--- src/rtl/minirv_pkg.sv ---
// minirv shared definitions: datapath width,
// load funct3 encodings and write-back FSM states.
package minirv_pkg;

  localparam int XLEN = 32;

  localparam logic [2:0] F3_LB  = 3'b000;
  localparam logic [2:0] F3_LH  = 3'b001;
  localparam logic [2:0] F3_LW  = 3'b010;
  localparam logic [2:0] F3_LBU = 3'b100;
  localparam logic [2:0] F3_LHU = 3'b101;

  typedef enum logic [2:0] {
    S_IDLE,
    S_REQ,
    S_WAIT,
    S_WRITE,
    S_ERR
  } lsu_wb_state_t;

endpackage

--- src/rtl/lsu_wb_load_align.sv ---
// Byte/halfword lane select with sign or zero extension,
// plus width/alignment legality for a load funct3.
module load_align #(
  parameter int XLEN = minirv_pkg::XLEN
) (
  input  logic [XLEN-1:0] word,
  input  logic [2:0]      funct3,
  input  logic [1:0]      off,
  output logic [XLEN-1:0] value,
  output logic            illegal
);
  import minirv_pkg::*;

  logic [7:0]  b;
  logic [15:0] h;

  assign b = word[{off, 3'b000} +: 8];
  assign h = word[{off[1], 4'b0000} +: 16];

  always_comb begin
    value   = '0;
    illegal = 1'b0;
    unique case (funct3)
      F3_LB:  value = {{(XLEN-8){b[7]}}, b};
      F3_LBU: value = {{(XLEN-8){1'b0}}, b};
      F3_LH: begin
        value   = {{(XLEN-16){h[15]}}, h};
        illegal = off[0];
      end
      F3_LHU: begin
        value   = {{(XLEN-16){1'b0}}, h};
        illegal = off[0];
      end
      F3_LW: begin
        value   = word;
        illegal = |off;
      end
      default: illegal = 1'b1;
    endcase
  end

endmodule

--- src/rtl/lsu_wb.sv ---
// minirv write-back stage: load memory read, alignment,
// timeout/error reporting and register file write port.
module lsu_wb #(
  parameter int XLEN        = minirv_pkg::XLEN,
  parameter int MEM_TIMEOUT = 255
) (
  input  logic            clk,
  input  logic            rst_n,
  input  logic            in_valid,
  output logic            in_ready,
  input  logic [4:0]      in_rd,
  input  logic            in_wb_en,
  input  logic            in_is_load,
  input  logic [2:0]      in_funct3,
  input  logic [XLEN-1:0] in_addr,
  input  logic [XLEN-1:0] in_alu,
  output logic            mem_req_valid,
  input  logic            mem_req_ready,
  output logic [XLEN-1:0] mem_req_addr,
  input  logic            mem_resp_valid,
  input  logic [XLEN-1:0] mem_resp_data,
  output logic            rf_we,
  output logic [4:0]      rf_rd,
  output logic [XLEN-1:0] rf_wd,
  output logic            wb_done,
  output logic            load_err
);
  import minirv_pkg::*;

  localparam logic [15:0] TO_LAST = 16'(MEM_TIMEOUT - 1);

  lsu_wb_state_t   state;
  logic [15:0]     cnt;
  logic [4:0]      rd_q;
  logic            wb_en_q;
  logic [2:0]      f3_q;
  logic [1:0]      off_q;
  logic [XLEN-1:0] addr_q;
  logic [XLEN-1:0] wd_q;

  logic [2:0]      sel_f3;
  logic [1:0]      sel_off;
  logic [XLEN-1:0] value;
  logic            illegal;

  // Legality is judged on the incoming op, alignment on the latched one.
  assign sel_f3  = (state == S_IDLE) ? in_funct3    : f3_q;
  assign sel_off = (state == S_IDLE) ? in_addr[1:0] : off_q;

  load_align #(.XLEN(XLEN)) u_align (
    .word    (mem_resp_data),
    .funct3  (sel_f3),
    .off     (sel_off),
    .value   (value),
    .illegal (illegal)
  );

  always_ff @(posedge clk or negedge rst_n) begin
    if (!rst_n) begin
      state   <= S_IDLE;
      cnt     <= '0;
      rd_q    <= '0;
      wb_en_q <= 1'b0;
      f3_q    <= '0;
      off_q   <= '0;
      addr_q  <= '0;
      wd_q    <= '0;
    end else begin
      unique case (state)
        S_IDLE: begin
          if (in_valid) begin
            rd_q    <= in_rd;
            wb_en_q <= in_wb_en;
            if (!in_is_load) begin
              wd_q  <= in_alu;
              state <= S_WRITE;
            end else if (illegal) begin
              state <= S_ERR;
            end else begin
              f3_q   <= in_funct3;
              off_q  <= in_addr[1:0];
              addr_q <= {in_addr[XLEN-1:2], 2'b00};
              state  <= S_REQ;
            end
          end
        end
        S_REQ: begin
          if (mem_req_ready) begin
            cnt   <= '0;
            state <= S_WAIT;
          end
        end
        S_WAIT: begin
          if (mem_resp_valid) begin
            wd_q  <= value;
            state <= S_WRITE;
          end else if (cnt == TO_LAST) begin
            state <= S_ERR;
          end else begin
            cnt <= cnt + 16'd1;
          end
        end
        S_WRITE: state <= S_IDLE;
        S_ERR:   state <= S_IDLE;
        default: state <= S_IDLE;
      endcase
    end
  end

  assign in_ready      = rst_n && (state == S_IDLE);
  assign mem_req_valid = (state == S_REQ);
  assign mem_req_addr  = addr_q;
  assign rf_we         = (state == S_WRITE) && wb_en_q && (rd_q != 5'd0);
  assign rf_rd         = rd_q;
  assign rf_wd         = wd_q;
  assign wb_done       = (state == S_WRITE) || (state == S_ERR);
  assign load_err      = (state == S_ERR);

endmodule

--- config.mk ---
export PLATFORM = sky130hd
export DESIGN_NAME = lsu_wb
export DESIGN_NICKNAME = d
export VERILOG_FILES = /design/src/rtl/minirv_pkg.sv /design/src/rtl/lsu_wb_load_align.sv /design/src/rtl/lsu_wb.sv
export SDC_FILE = /design/constraint.sdc
export NUM_CORES = 1
export LEC_CHECK = 0
export CORE_UTILIZATION = 49
export DETAILED_ROUTE_END_ITERATION = 16
export PLACE_DENSITY_LB_ADDON = 0.12
export SLEW_MARGIN = 30
export SYNTH_ARGS = -nofsm -noshare
export SYNTH_HDL_FRONTEND = slang
export SYNTH_SLANG_ARGS = --single-unit
--- constraint.sdc ---
create_clock -name clk -period 4 [get_ports clk]
set_input_delay 0.8 -clock clk [delete_from_list [all_inputs] [get_ports clk]]
set_output_delay 0.8 -clock clk [all_outputs]
set_load 0.02 [all_outputs]
==> results.md, run 1 <==
- The DRC violations left is 0.
- The routed design has roughly 15000 microns of wire.
- The number of maximum-capacitance constraint violations is 0.
- The post-cts repair resize count is 0.
- The power density over the cells is 750.5 mW/mm^2.
- In the finished design, the share of the clock period the worst path needs comes to slightly below 80%.
- The first global-routing pass estimated between 20000 and 25000 microns of wire.
- For this run, the total global-route usage over all layers was measured as roughly 27%.
- Averaged over all synthesized cells, the footprint is 10.21 sq um.
- The detailed placer's ending HPWL is approximately 11000 microns.
- On the worst path, the slowest cell contributes a delay of about 0.6 ns.
- The H-tree was split into 3 levels.
- The buffer levels on the longest clock path is 2.
- The number of library cell types mapped by synthesis is 70.
- The reported leakage power is about 2.8 nW.
- The worst setup path is launched from a flip-flop.
- The clock transition time at the flip-flop clock pins of the worst setup and hold paths is 0.09 ns.
- Setup total negative slack on the finished layout was measured at 0 ns.
- The TritonCTS buffer count is 9.
- The min-delay analysis places its worst path in the category flip-flop to flip-flop.
- Data arrives at the worst endpoint at ~2.4 ns.
- The share of flip-flops with an asynchronous set or reset is 100.0%.
- The post-CTS setup buffer count is 0.
- TritonCTS built the clock tree.
- The prevailing post-synth register cell is dfrtp_1.
- The flow ran to the end, and the final reports show no timing, DRC or antenna violations.
- The slew at the pin with the worst max-slew slack is around 0.85 ns.
- Fill cells in the final layout number 775.
- The worst vdd rail ir drop is ~0.50 mV.
- Timing would allow up to 317.3 MHz.
- For the final database, setup skew stands at 0.01047 ns.
- In this run the standard cell core region covers between 0.009 and 0.01 sq mm.
- The clock reaches the later pin of the worst-skew pair after 0.37 ns.
- The finished cells cover about 0.0071 sq mm.
- The number of global-route vias before repair is 4274.
- In this run the clock root is driven by a clkbuf_8.
- The initial antenna violation count is 0.
- The placer's final routability congestion estimate is roughly 0.93.
- The die span in x is around 100 microns.
- The cell area reported after detailed placement is roughly 0.0069 sq mm.
- For this run, the register share of the synthesized area comes to a little under half.
- Once the floorplan was initialized, standard cells occupied 50.93% of the core.
- The total power consumption of the routed design is around 5.3 mW.
- The clock sink total is 92.
- The number of antenna diodes in the final layout is 0.
- In this run the worst path has a maximum fanout of 18.
- During I/O placement, the number of pins put on the boundary was around 190.
- The count of final hold-check violations is 0.
- Measured along the y axis, the die boundary spans 103.0 microns.
- The headroom to the max-slew limit is between 40 and 50%.
- The number of storage elements in the synthesis netlist is between 90 and 100.
- The total of buffers placed on input and output ports is 182.
- Once detail routing completed, the nets flagged for antenna violations numbered 0.
- The largest net degree at the start of global routing is 48.
- Of the cells placed in the final design, the portion with a size suffix greater than 1 is between 10% and 20%.
- The total number of vias is 4607.
- The netlist area before placement is 0.005001 sq mm.
- The signal on the critical path passes through nor3_2, buf_4, and2_1, clkdlybuf4s50_1.
- The area added between synthesis and finish is 41.48%.
- The endpoint class of the critical path is a primary output.
- The final count of negative-setup-slack endpoints is 0.
- The cell type of the slowest stage on the worst timing path is clkdlybuf4s50_1.
- The minimum clock period is between 3 and 4 ns.
- The pre-antenna-repair detailed-routing pass consisted of 6 iterations.
- The critical path is of the flip-flop to primary output type.
- The average via count per standard cell is about 5.8.
- The synthesized design contains 0 enable-type register cells.
- The number of instances in the synthesized netlist is 490.
- Setup repair after global routing left no endpoint under its margin.
- In the final routed layout, each cell accounts on average for 18.16 microns.
- The remaining global-route overflow is 0.
- The total of warnings raised by yosys is 0.
- The number of core rows is 36.
- For this run, the post-layout net count is approximately 780.
- STA puts the critical path data required time at 3.20 ns.
- The number of max-slew violations in the final report is 0.
- The area of the die is about 0.011 sq mm.
- The violation count after the first detailed-routing iteration is 293.
- In this run, post-CTS hold repair placed 0 buffers.
-- Yosys cell counts, drive strengths merged (4+ instances only) --
master	number	area, sq um
o21ai	23	115.1
and2	4	25.02
nand3	25	125.1
nor2	42	167.7
nor3	15	90.09
inv	11	41.29
a31oi	12	100.1
dfrtp	92	2302
nand2	54	202.7
clkbuf	10	37.54
or3b	4	35.04
buf	18	140.1
nand4	6	37.54
and3	4	25.02
a211oi	13	102.6
a221oi	15	131.4
xor2	5	43.79
mux2i	6	76.32
or3	7	48.80
nor2b	8	50.05
mux2	48	544.3
a21oi	28	170.2
-- metal layers --
metal	part of all wire (%)	vias up	track usage, %
met2	49	213	44.56
met1	40	2225	35.65
met4	2.2	0	10.94
met5	0	-	0
met3	8.3	28	5.966
li1	-	2141	-
-- report_power, final --
| part | switching, mW | total (mW) | internal (mW) | leakage [nW] |
|---|---|---|---|---|
| registers | 0.308 | 1.64 | 1.34 | 1.12 |
| clock network | 0.342 | 0.667 | 0.324 | 0.102 |
| logic | 1.62 | 3.00 | 1.38 | 1.57 |
-- worst paths after layout --
check,slack (ns),depth (start not counted),end,from
max,0.85,4,in_ready,state[0]
min in group asynchronous,0.56,2,mem_req_addr[21],rst_n
min reg2reg,0.49,1,mem_req_addr[16],mem_req_addr[16]
max reg2reg,1.08,6,rf_wd[28],state[0]
min,0.49,1,mem_req_addr[16],mem_req_addr[16]
max in group asynchronous,2.44,3,cnt[9],rst_n
-- area by class of cell --
cell class | count | area, sq um | area share [%]
clock buffer | 11 | 151.4 | 2.140
clock inverter | 5 | 58.81 | 0.8311
inverter | 11 | 41.29 | 0.5836
multi-input combinational | 360 | 2491 | 35.21
sequential | 92 | 2302 | 32.54
tap | 133 | 166.4 | 2.352
timing repair buffer | 188 | 1864 | 26.35
-- critical path: cells and delay by family, from the launching register on --
family	cells	cell delay (ns)
buf+inv	2	0.85
flops	1	0.60
simple gates	2	0.52
-- registers in the layout (all words and copies together), names as in the netlist --
name          count
rf_rd             5
f3_q              3
cnt              16
mem_req_addr     30
state             3
wb_en_q           1
rf_wd            32
off_q             2
-- stage by stage --
stage	hold slack, ns	cells	util (%)	worst slack (ns)
floorplan	0.4803	491	-	1.733
global placement	0.4672	784	69.92	0.9506
detailed placement	0.4761	784	69.92	0.8703
CTS	0.4968	800	72.06	0.8466
global route	0.5090	800	72.06	0.7568
finish	0.4884	800	72.06	0.8485
-- placed cells by master, fill, tap and decap left out, drive strengths merged, types with 15 or more instances in the layout --
| master | n |
|---|---|
| o21ai | 23 |
| a21oi | 28 |
| a221oi | 15 |
| nand2 | 54 |
| nor3 | 15 |
| clkdlybuf4s50 | 181 |
| nor2 | 42 |
| mux2 | 48 |
| nand3 | 25 |
| dfrtp | 92 |
-- kinds of logic after synthesis --
logic type,Yosys count,share of synthesized area (%)
AOI/OAI and AO/OA,113,16.89
xor gates and xnor gates,5,0.8756
adders and majority gates,2,0.5003
buffers and inverters,39,4.378
DFF,92,46.03
muxes,54,12.41
other,1,0.07498
and+or+nand+nor,184,18.84
Power figures use the tool's default switching activity.
==> run 2, diff against run 1 <==
Settings changed: CORE_UTILIZATION 49 to 41.
Clock period 4 ns to 2.85 ns, I/O delays scaled along.
==> results.md, run 2 (synthesis gave the netlist of run 1 again) <==
- The slew at the pin with the worst max-slew slack is 0.8544 ns (+0.0008557 ns).
- The initial antenna violation count came to 0 (unchanged).
- The die span in y is 112.4 microns (+9.1%).
- Setup repair after global routing left no endpoint under its margin.
- The buffer levels on the longest clock path is 2 (unchanged).
- The number of global-route vias before repair was 4656 (+8.9%).
- The total of buffers placed on input and output ports is 182 (unchanged).
- The number of placed I/O pins is 185 (unchanged).
- The TritonCTS buffer count was 9 (unchanged).
- The share of post-route cells with drive strength above 1 came to 12.33% (+1.5 points).
- The overall routed net length is 14910 microns (+2.7%).
- The worst path buffer plus inverter count is 1 (-1).
- The area added between synthesis and finish is 45.88%.
- The headroom to the max-slew limit was 42.70% (-0.057 points).
- The signal arrival time at the worst endpoint was 2.14 ns (-0.21 ns).
- The power density over the cells is 1077 mW/mm^2 (+43%).
- The number of core rows was 39 (+8.3%).
- Leaving out fill and tap cells, the most frequent cells in the layout are 181 x clkdlybuf4s50_1, 92 x dfrtp_1, 54 x nand2_1.
- The antenna diode instance count is 0 (unchanged).
- The final count of negative-setup-slack endpoints is 0 (unchanged).
- The number of cells on the critical path is 4 (unchanged).
- The maximum level of the CTS H-tree was 3 (unchanged).
- The die span in x came to 112.4 microns (+9.1%).
- The worst-case setup margin in the final layout came to 0.1392 ns (-0.7093 ns).
- The critical path is of the flip-flop to primary output type.
- The startpoint of the lowest-slack register-to-register path is state[1].
- The area of the die is 0.01264 sq mm (+19%).
- The detailed placer's ending HPWL was 11290 microns (+3.0%).
- The wire length of the first global-routing pass is 23830 microns (+9.3%).
- The worst path required time is 2.28 ns (-0.92 ns).
- The number of flip-flops under the largest register name is 32 (unchanged).
- The post-cts repair resize count is 0 (unchanged).
- The maximum fanout along the worst path is 14 (-4).
- The clock network latency to the later pin of the worst-skew pair is 0.34 ns (-0.03 ns).
- The worst vdd rail ir drop is 0.5932 mV (+19%).
- The DRC violations left is 0 (unchanged).
- The clock sink total is 92 (unchanged).
- The hold-fix buffer count after cts is 0 (unchanged).
- The total global-route track usage is 24.43% (-3.0 points).
- The worst clock skew on the final layout was 0.004558 ns (-0.005914 ns).
- The critical path launch point is state[1].
- The number of cell instances on the worst register-to-register path is 7 (+1).
- The share of the core filled with cells is 62.56% (-9.5 points).
- The largest net degree at the start of global routing is 52 (+8.3%).
- The placer's final routability congestion estimate came to 0.9092 (-2.3%).
- The buffer cell driving the clock tree root is clkbuf_16.
- The cell area after layout was 0.007296 sq mm (+3.1%).
- The remaining global-route overflow came to 0 (unchanged).
- For this design, the slowest cell found on the critical path is clkdlybuf4s50_1.
- The TritonCTS clock tree is built.
- The average wire per cell in the routed design is 18.10 microns (-0.33%).
- The initial cell density of the core was 42.88% (-8.0 points).
- The worst setup path is launched from a flip-flop.
- The cell area reported after detailed placement is 0.007003 sq mm (+2.0%).
- The count of placed standard cells in the final layout, fillers left out was 824 (+3.0%).
- Dividing the final minimum period by the clock period gives 95.11%.
- The placed instance count was 809 (+3.2%).
- The min-delay analysis places its worst path in the category input pin to async pin.
- The endpoint class of the critical path is a primary output.
- The reported leakage power was 2.901 nW (+4.0%).
- The number of fill cells in the layout was 990 (+28%).
- The minimum clock period is around 2.7 ns.
- The number of nets in the finished design came to 790 (+1.9%).
- The maximum clock rate is about 370 MHz.
- The area of the core is 0.01166 sq mm (+19%).
- The average via count per standard cell was 5.710 (-0.85%).
- The clock transition time at the flip-flop clock pins of the worst setup and hold paths is 0.06 ns (-0.03 ns).
- The post-placement setup slack is 0.05949 ns (-0.8108 ns).
- The endpoint of the worst-slack reg-to-reg timing path is rf_wd[21].
- The number of max-slew violations in the final report came to 0 (unchanged).
- The total number of vias is 4705 (+2.1%).
- The run finished with clean final reports.
- The signal on the critical path passes through nor2b_1, nand3_1, a21oi_1, clkdlybuf4s50_1.
- The internal reg-to-reg setup slack is 0.35 ns (-0.73 ns).
- The gate family responsible for the most delay along the worst path is buffers and inverters.
- The number of maximum-capacitance constraint violations is 0 (unchanged).
- The count of final hold-check violations was 0 (unchanged).
- The violation count after the first detailed-routing iteration came to 413 (+41%).
- The number of routed nets with antenna violations came to 0 (unchanged).
- Leaving out fill and tap cells, the most frequent cell in the layout is clkdlybuf4s50_1.
- The post-CTS setup buffer count is 0 (unchanged).
- The worst setup path endpoint is rf_we.
- The detailed-router iteration count before antenna repair is 5 (-1).
- The setup total negative slack is 0 ns (unchanged).
- The stage delay of the slowest cell on the critical path is 0.62 ns (about the same).
## run 2: final cells by class
class / instances / area [sq um] / area share, %
multi-input combinational: 360 / 2491 / 34.15
clock inverter: 4 / 50.05 / 0.6860
timing repair buffer: 203 / 1989 / 27.27
sequential: 92 / 2302 / 31.56
tap: 143 / 178.9 / 2.452
inverter: 11 / 41.29 / 0.5659
clock buffer: 11 / 242.7 / 3.327
## run 2: metal layers
metal	share of wire (%)	routed length [microns]	GRT usage, %	vias up
met4	3.4	506	12.62	0
met5	0	0	0	-
met1	42	6247	31.49	2297
met2	48	7105	39.21	204
li1	-	-	-	2166
met3	7.1	1054	4.698	38
## run 2: power breakdown
group,total [mW],switching (mW),internal [mW]
Clock,1.19,0.495,0.697
Combinational,4.38,2.33,2.05
Sequential,2.28,0.406,1.88
## run 2: how the worst min path moves through the flow
stage / end / start / slack (ns) / cells past startpoint
after floorplan: cnt[0] / rst_n / 0.27 / 0
after global placement: mem_req_addr[13] / mem_req_addr[13] / 0.47 / 1
after detailed placement: mem_req_addr[18] / mem_req_addr[18] / 0.47 / 1
after CTS: cnt[7] / rst_n / 0.32 / 2
after global routing: cnt[11] / rst_n / 0.35 / 2
final: cnt[11] / rst_n / 0.31 / 2
## run 2: stage by stage
step | power, mW | hold WS (ns)
6_report | 7.854 | 0.3114
5_1_grt | 8.333 | 0.3481
4_1_cts | 7.909 | 0.3186
3_5_place_dp | 6.681 | 0.4740
3_3_place_gp | 6.566 | 0.4670
2_1_floorplan | 4.878 | 0.2744
==> run 3, diff against run 2 <==
Settings changed: GPL_TIMING_DRIVEN set to 0.
==> results.md, run 3 (synthesis gave the netlist of run 1 again) <==
- The overall routed net length is 14910 microns (about the same).
- The headroom to the max-slew limit came to 35.73% (-7.0 points).
- The share of the core filled with cells was 63.27% (+0.71 points).
- Setup repair after global routing left no endpoint under its margin.
- The number of fill cells in the layout is 983 (-0.71%).
- The share of post-route cells with drive strength above 1 was 12.03% (-0.31 points).
- The DRC violations left came to 0 (unchanged).
- The buffer cell driving the clock tree root is clkbuf_16.
- The placer's final routability congestion estimate came to 0.9452 (+4.0%).
- The area of the die came to 0.01264 sq mm (unchanged).
- The buffer levels on the longest clock path is 2 (unchanged).
- The remaining global-route overflow came to 0 (unchanged).
- The final count of negative-setup-slack endpoints is 0 (unchanged).
- The switching power total is 3.295 mW (+2.0%).
- The initial cell density of the core is 42.88% (unchanged).
- The clock transition time at the flip-flop clock pins of the worst setup and hold paths is 0.07 ns (about the same).
- The worst path required time is 2.28 ns (about the same).
- The initial antenna violation count came to 0 (unchanged).
- The number of routed nets with antenna violations is 0 (unchanged).
- The minimum clock period came to 2.735 ns (+0.02433 ns).
- The reported leakage power is 2.943 nW (+1.4%).
- The detailed-router iteration count before antenna repair was 5 (unchanged).
- The number of global-route vias before repair is 4654 (-0.043%).
- The number of flip-flops under the largest register name is 32 (unchanged).
- The die span in y was 112.4 microns (unchanged).
- From synthesis to final layout, the design area changed by 47.54%.
- The library cells used most frequently in the layout, excluding fill and tap cells, are 181 x clkdlybuf4s50_1, 92 x dfrtp_1, 54 x nand2_1.
- The total number of vias is 4675 (-0.64%).
- The slew at the pin with the worst max-slew slack was 0.9583 ns (+0.1039 ns).
- The count of placed standard cells in the final layout, fillers left out came to 833 (+1.1%).
- The number of nets in the finished design is 798 (+1.0%).
- The run finished with clean final reports.
- The clock network latency to the later pin of the worst-skew pair is 0.35 ns (about the same).
- The antenna diode instance count is 0 (unchanged).
- The number of core rows was 39 (unchanged).
- The total global-route track usage is 24.34% (-0.088 points).
- The number of placed I/O pins is 185 (unchanged).
- TritonCTS built the clock tree.
- The switching portion of total power was 40.96% (-0.18 points).
- The average via count per standard cell is 5.612 (-1.7%).
- The clock sink total is 92 (unchanged).
- The internal power component is 4.749 mW (+2.7%).
- The largest net degree at the start of global routing came to 56 (+7.7%).
- The area taken by multi-input logic gates was 0.002490 sq mm (about the same).
- The sequential fraction of design power is 27.7% (-1.4 points).
- The violation count after the first detailed-routing iteration is 267 (-35%).
- The area occupied by registers was 0.002302 sq mm (unchanged).
- The worst vdd rail ir drop is 0.6215 mV (+4.8%).
- The worst clock skew on the final layout is 0.005712 ns (+0.001153 ns).
- The wire length of the first global-routing pass is 23750 microns (-0.35%).
- The post-CTS setup buffer count came to 0 (unchanged).
- The number of maximum-capacitance constraint violations is 0 (unchanged).
- The final period utilization is 95.97% (+0.85 points).
- The critical path startpoint category is a flip-flop.
- The count of final hold-check violations is 0 (unchanged).
- The class of the most critical setup path is flip-flop to primary output.
- The number of max-slew violations in the final report came to 0 (unchanged).
- The worst setup path is captured at a primary output.
- The placed instance count is 817 (+0.99%).
- The area of the core came to 0.01166 sq mm (unchanged).
- The portion of total power attributed to combinational logic is 55.7% (about the same).
- The total of buffers placed on input and output ports is 182 (unchanged).
- In this run the worst hold path is classified as input pin to async pin.
- The maximum level of the CTS H-tree is 3 (unchanged).
- The maximum clock rate is 365.6 MHz (-0.89%).
- The commonest non-fill, non-tap cell in the layout is clkdlybuf4s50_1.
- The clock network fraction of design power is 16.6% (+1.4 points).
- The detailed placer's ending HPWL is 11470 microns (+1.6%).
- The die span in x was 112.4 microns (unchanged).
- The maximum fanout along the worst path is 10 (-4).
- The average wire per cell in the routed design is 17.89 microns (-1.1%).
- The power density over the cells is 1090 mW/mm^2 (+1.3%).
- The TritonCTS buffer count was 9 (unchanged).
- The signal arrival time at the worst endpoint is 2.17 ns (+0.03 ns).
[run 3: cell types whose count changed in the layout (fill, tap and decap cells not counted), sizes merged]
cell	delta
buf	-3
bufinv	+1
clkbuf	+11
clkinv	+1
clkinvlp	-2
inv	+1
[run 3: worst max-delay path, cell delays in order, from the launching register on]
cell	delay, ns
dfrtp_1	0.45
buf_4	0.20
nor2b_1	0.28
nand3_1	0.12
a21oi_1	0.14
clkdlybuf4s50_1	0.62
[run 3: power groups by stage]
stage / Clock (mW) / Sequential (mW) / Combinational, mW
finish: 1.33 / 2.23 / 4.48
global route: 1.40 / 2.29 / 4.79
CTS: 1.36 / 2.22 / 4.48
detailed placement: 0 / 2.24 / 4.46
global placement: 0 / 2.20 / 4.38
floorplan: 0 / 2.78 / 2.10
[run 3: worst paths after layout]
kind,end,from,slack [ns],cells past startpoint
worst min register to register,mem_req_addr[23],mem_req_addr[23],0.49,1
worst max register to register,rf_wd[9],state[1],0.28,6
worst max-delay path,rf_we,state[1],0.11,5
max in group asynchronous,rf_wd[28],rst_n,2.13,2
min in group clk,mem_req_addr[23],mem_req_addr[23],0.49,1
worst min-delay path,cnt[7],rst_n,0.13,1
[run 3: metrics by stage]
step | setup WS (ns) | TNS [ns] | cell area (sq um) | power (mW) | hold WS [ns]
after floorplan | 0.5830 | 0 | 5005 | 4.878 | 0.2744
after global placement | -2.854 | -208.65 | 7005 | 6.582 | 0.4653
after detailed placement | -0.06051 | -0.3890 | 7034 | 6.695 | 0.4737
after CTS | 0.04308 | 0 | 7376 | 8.070 | 0.1319
after global routing | 0.009490 | 0 | 7378 | 8.485 | 0.1498
final | 0.1149 | 0 | 7378 | 8.044 | 0.1260
[run 3: metal layers]
layer | up-vias | global-route usage (%) | routed length [microns]
met1 | 2255 | 31.75 | 6378
met3 | 36 | 4.482 | 959
met4 | 0 | 12.00 | 465
met2 | 189 | 39.05 | 7102
met5 | - | 0 | 0
li1 | 2195 | - | -
[run 3: layout make-up]
type / instances / share of cell area, %
sequential: 92 / 31.20
clock inverter: 5 / 1.119
clock buffer: 11 / 3.425
buffer: 28 / 2.442
multi-input combinational: 360 / 33.75
timing repair buffer: 183 / 25.08
inverter: 11 / 0.5596
tap: 143 / 2.425
[run 3: timing repair]
item | CTS | global route
endpoints found under the setup margin | 1 | 1
pin swaps | 0 | 1
hold buffers | 0 | 0
endpoints found under the hold margin | 0 | 0
gates resized for setup | 1 | 1
